===== src/rtl/tick_divider_pkg.sv =====
// rtl/tick_divider_pkg.sv - shared timing constants and helper functions for tick_divider
//   CLK_FREQ_HZ    : system clock frequency
//   clog2()        : ceiling log2, for sizing counters
//   hz_to_period() : clocks per tick for a desired tick rate
package tick_divider_pkg;

  localparam int unsigned CLK_FREQ_HZ = 27_000_000;

  function automatic int clog2(input longint unsigned value);
    int result;
    result = 0;
    for (int i = 0; i < 63; i++) begin
      if (value > (64'd1 << i)) result = i + 1;
    end
    return result;
  endfunction

  function automatic int unsigned hz_to_period(input int unsigned freq_hz);
    return CLK_FREQ_HZ / freq_hz;
  endfunction

  // 25 bits: enough to hold a 1 Hz period at the system clock.
  localparam int DEFAULT_CNT_W = clog2(CLK_FREQ_HZ);

endpackage


===== src/rtl/tick_divider_channel.sv =====
// rtl/tick_divider_channel.sv - one programmable tick channel (counter, reload, pause, square)
//   clk, reset : system clock, synchronous active-high reset
//   start      : restart pulse; loads period-1 and arms when period != 0
//   run        : 1 = count, 0 = pause (counter frozen, tick low)
//   period     : clocks between ticks, sampled at start and at each reload
//   tick       : registered one-clock pulse per elapsed period
//   running    : channel armed
//   square     : toggles on every tick (macro TICK_DIVIDER_SQUARE_EN), else tied 0
module tick_divider_channel
  import tick_divider_pkg::*;
#(
  parameter int CNT_W = DEFAULT_CNT_W
) (
  input  logic             clk,
  input  logic             reset,
  input  logic             start,
  input  logic             run,
  input  logic [CNT_W-1:0] period,
  output logic             tick,
  output logic             running,
  output logic             square
);

  logic [CNT_W-1:0] counter;
  logic             period_zero;
  logic             terminal;

  assign period_zero = (period == '0);
  // Terminal count only matters while armed and enabled; start overrides it.
  assign terminal    = running && run && (counter == '0);

  always_ff @(posedge clk) begin
    if (reset) begin
      counter <= '0;
      running <= 1'b0;
      tick    <= 1'b0;
    end else if (start) begin
      counter <= period_zero ? '0 : period - CNT_W'(1);
      running <= !period_zero;
      tick    <= 1'b0;
    end else if (running && run) begin
      if (counter == '0) begin
        tick <= 1'b1;
        if (period_zero) begin
          running <= 1'b0;
          counter <= '0;
        end else begin
          counter <= period - CNT_W'(1);
        end
      end else begin
        counter <= counter - CNT_W'(1);
        tick    <= 1'b0;
      end
    end else begin
      tick <= 1'b0;
    end
  end

`ifdef TICK_DIVIDER_SQUARE_EN
  logic square_q;

  always_ff @(posedge clk) begin
    if (reset || start) begin
      square_q <= 1'b0;
    end else if (terminal) begin
      square_q <= ~square_q;
    end
  end

  assign square = square_q;
`else
  logic unused_terminal;
  assign unused_terminal = terminal;
  assign square          = 1'b0;
`endif

endmodule


===== src/rtl/tick_divider.sv =====
// rtl/tick_divider.sv - multi-channel run-time-programmable tick generator
//   optional feature macro: TICK_DIVIDER_SQUARE_EN (square-wave outputs)
//   clk         : system clock
//   reset       : synchronous active-high reset
//   start_timer : per-channel restart pulse
//   run         : per-channel run enable (0 = pause)
//   period      : packed periods, channel i at [i*CNT_W +: CNT_W]
//   tick        : per-channel one-clock enable pulse
//   running     : per-channel armed flag
//   square      : per-channel square wave (0 when feature disabled)
module tick_divider
  import tick_divider_pkg::*;
#(
  parameter int NUM_CH = 4,
  parameter int CNT_W  = DEFAULT_CNT_W
) (
  input  logic                    clk,
  input  logic                    reset,
  input  logic [NUM_CH-1:0]       start_timer,
  input  logic [NUM_CH-1:0]       run,
  input  logic [NUM_CH*CNT_W-1:0] period,
  output logic [NUM_CH-1:0]       tick,
  output logic [NUM_CH-1:0]       running,
  output logic [NUM_CH-1:0]       square
);

  for (genvar i = 0; i < NUM_CH; i++) begin : g_ch
    tick_divider_channel #(
      .CNT_W(CNT_W)
    ) u_channel (
      .clk    (clk),
      .reset  (reset),
      .start  (start_timer[i]),
      .run    (run[i]),
      .period (period[i*CNT_W +: CNT_W]),
      .tick   (tick[i]),
      .running(running[i]),
      .square (square[i])
    );
  end

endmodule


===== config.mk =====
export PLATFORM = sky130hd
export DESIGN_NAME = tick_divider
export DESIGN_NICKNAME = d
export VERILOG_FILES = /design/src/rtl/tick_divider_pkg.sv /design/src/rtl/tick_divider_channel.sv /design/src/rtl/tick_divider.sv
export SDC_FILE = /design/constraint.sdc
export NUM_CORES = 1
export LEC_CHECK = 0
export CORE_ASPECT_RATIO = 0.5
export CORE_UTILIZATION = 60
export DETAILED_ROUTE_END_ITERATION = 10
export GPL_TIMING_DRIVEN = 0
export PLACE_DENSITY_LB_ADDON = 0.15
export SLEW_MARGIN = 30
export SYNTH_ARGS = -nofsm -noshare
export SYNTH_HDL_FRONTEND = slang
export SYNTH_SLANG_ARGS = --single-unit

===== constraint.sdc =====
create_clock -name clk -period 5.3 [get_ports clk]
set_input_delay 1.06 -clock clk [delete_from_list [all_inputs] [get_ports clk]]
set_output_delay 1.06 -clock clk [all_outputs]
set_load 0.01 [all_outputs]

==> flow_summary.json <==
{
  "slew_headroom_pct": 36.1,
  "crit_required_ps": 5500,
  "r2r_cells": 9,
  "fp.dieArea_um2": 14500,
  "cts_root_buffer": "clkbuf_16",
  "numCtsBuffers": 9,
  "worst_pin_slew_ps": 959,
  "netlist_area_um2": 8420,
  "cts_resized": 0,
  "synth_xor_area_share_pct": 9.26,
  "stdcell_count": 1474,
  "n_antenna_cell": 0,
  "hold_path.class": "reg -> reg",
  "via_per_inst": 6.57,
  "clock_path_buffers": 2,
  "arrival_ps": 3840,
  "dpl_cell_area_um2": 9820,
  "max_freq_ghz": 0.275,
  "fillers": 1106,
  "synth_top_family_by_area": "simple AND/OR/NAND/NOR gates",
  "postCtsSetupBuffers": 0,
  "cts.sinks": 108,
  "hp-start": "g_ch[1].u_channel.counter[7]$_SDFFE_PP0P_",
  "synth_top_area_share_pct": 25.7,
  "yosysSeqAreaShare_pct": 25.7,
  "ys_warn_count": 0,
  "synth-simple-area-share_pct": 35.6,
  "wire_per_inst_um": 18.3,
  "post-synth-top-count-cell": "nor2_1",
  "met3_usage_pct": 7.66,
  "final_util_pct": 74.4,
  "dp_hpwl_um": 20600,
  "routed_wl_um": 27000,
  "top_usage_layer": "met2",
  "synth_adder_area_share_pct": 1.78,
  "finalInstanceArea_um2": 10100,
  "muxShareOfSynthArea_pct": 0.907,
  "yosys.area.top_type": "dfxtp_1",
  "rows": 30,
  "synth_ff_type": "dfxtp_1",
  "critical_path_class": "in -> reg",
  "grt_pass1_wl_um": 43200,
  "place_ws_ps": 1310,
  "cpMaxStageDelayCell": "or4b_2",
  "grt_overflow": 0,
  "drv_slew": 0,
  "start_util_pct": 61.8,
  "leakage_nw": 3.46,
  "hold_viol": 0,
  "power_mw": 2.46,
  "use_met1_pct": 45.7,
  "dp_cells": 1458,
  "worstPathMaxFanout": 7,
  "clock_skew_ps": 14.7,
  "yosys-top-cells-count": "141 x nor2_1, 108 x dfxtp_1, 93 x nand2_1",
  "reg2reg_slack_ps": 2230,
  "whs_ps": 478,
  "setup_violations": 0,
  "cp_common_cell": "nor3_1",
  "critPathLaunchType": "input port",
  "tns_ps": 0,
  "num_vias": 9683,
  "syn_area_per_cell_um2": 7.33,
  "nets": 1399,
  "ir_worst_vdd_mv": 0.206,
  "clk_latency_ps": 360,
  "worst_slack_ps": 1660,
  "cts_tree": "yes",
  "async_reset_ff_share_pct": 0,
  "die_w_um": 170,
  "synth_cells": 1148,
  "dr.first_iter.drc_count": 1092,
  "status": "complete, no violations",
  "ctsHtreeMaxLevel": 3,
  "syn2layout_area_growth_pct": 20.4,
  "synth_compound_area_share_pct": 21.8,
  "drt-pass1-iter-count": 5,
  "antenna_found_initial": 0,
  "crit_chain": "clkdlybuf4s50_1, inv_1, ha_1, or4b_2, nor3_1, xor2_1, a221oi_1, nor3_1",
  "ant_nets": 0,
  "grt_usage_pct": 37.0,
  "power_density_nw_per_um2": 243,
  "timing.rr.end": "g_ch[2].u_channel.counter[23]$_SDFFE_PP0P_",
  "synth-seq-cells": 108,
  "synth_edf_count": 0,
  "max_stage_delay_ps": 680,
  "routabilityCongestion": 1.01,
  "holdPathEnd": "g_ch[1].u_channel.counter[7]$_SDFFE_PP0P_",
  "endpoint_kind": "flip-flop",
  "drv_cap": 0,
  "grtUsageMet2_pct": 64.5,
  "drive_above_1_share_pct": 6.08,
  "period_minus_slack_ps": 3640,
  "die_h_um": 85.8,
  "coreArea_um2": 13600,
  "synthTopCellsByArea": "dfxtp_1 26%, nor2_1 6.3%, nor3_1 5.3%, xor2_1 4.8%, xnor2_1 4.5%",
  "path_clk_slew_ps": 80,
  "reg2reg_from": "g_ch[2].u_channel.counter[0]$_SDFFE_PP0P_",
  "ys_types": 76,
  "cts_hold_buf": 0,
  "rsz0062_at_grt": "no",
  "min_path_cells": 2,
  "ioPinCount": 122,
  "grt_pass1_vias": 8841,
  "port_buffers": 115,
  "drc": 0,
  "period_share_pct": 68.7,
  "grt_max_degree": 21
}
-- cells in the final DEF, fill, tap and decap left out, types with 13 or more instances in the layout --
cell | synthesis | final
nor3_1 | 89 | 89
a21oi_1 | 63 | 62
a31oi_1 | 30 | 30
a211oi_1 | 22 | 22
clkbuf_1 | 42 | 42
inv_1 | 30 | 30
nor2_1 | 141 | 141
nand2_1 | 93 | 93
xnor2_1 | 43 | 43
o21ai_0 | 53 | 53
clkdlybuf4s50_1 | 0 | 115
xor2_1 | 46 | 46
a22oi_1 | 13 | 13
or3_1 | 28 | 28
or4_1 | 18 | 18
nand4_1 | 18 | 18
buf_4 | 15 | 15
nand3_1 | 40 | 40
dfxtp_1 | 108 | 108
nor4_1 | 47 | 45
-- power by group --
part / total [mW] / leakage [nW] / switching (mW) / internal, mW
clock network: 0.685 / 0.146 / 0.353 / 0.333
logic: 0.824 / 2.42 / 0.494 / 0.330
registers: 0.953 / 0.888 / 0.0741 / 0.879
-- registers in the layout, indices dropped and copies added, names as in the netlist --
register and flops:
g_ch.u_channel.running 4, g_ch.u_channel.counter 100, g_ch.u_channel.tick 4
-- metal layers --
layer	routed length, um	vias up	share of wire, %
met3	2520	70	9.3
met1	11100	4501	41
met2	12600	547	47
li1	-	4565	-
met5	0	-	0
met4	704	0	2.6
-- logic make-up (layout without fill, tap and decap cells) --
logic type | count (synthesis) | count (layout)
AND/OR/NAND/NOR | 561 | 561
AO/OA/AOI/OAI | 276 | 276
flip-flops | 108 | 108
buffers and inverters | 94 | 225
XOR/XNOR | 89 | 89
adder cells (fa/ha/maj) | 12 | 12
multiplexers | 7 | 7
other | 1 | 4
-- area by class of cell --
class                      instances  area, um2  area share [%]
inverter                          31        116            1.15
timing repair buffer             115       1150            11.4
clock inverter                     7       65.1           0.642
tap                              192        240            2.37
sequential                       108       2160            21.3
multi-input combinational        949       5870            58.0
clock buffer                       9        225            2.22
buffer                            63        300            2.96
-- how the worst max path moves through the flow --
stage	from	to	depth (start not counted)
floorplan	period[44]	g_ch[1].u_channel.counter[11]$_SDFFE_PP0P_	7
global route	period[0]	g_ch[0].u_channel.counter[20]$_SDFFE_PP0P_	9
detailed placement	period[0]	g_ch[0].u_channel.counter[10]$_SDFFE_PP0P_	8
finish	period[0]	g_ch[0].u_channel.counter[10]$_SDFFE_PP0P_	8
CTS	period[0]	g_ch[0].u_channel.counter[10]$_SDFFE_PP0P_	8
global placement	period[0]	g_ch[0].u_channel.counter[10]$_SDFFE_PP0P_	8
-- worst max-delay path, delay by kind of cell --
kind	cells	cell delay [ps]
xor gates and xnor gates	1	190
and+or+nand+nor	3	1420
adders and majority gates	1	210
buffers and inverters	2	640
AOI/OAI and AO/OA	1	310
(Power assumes the default switching activity.)
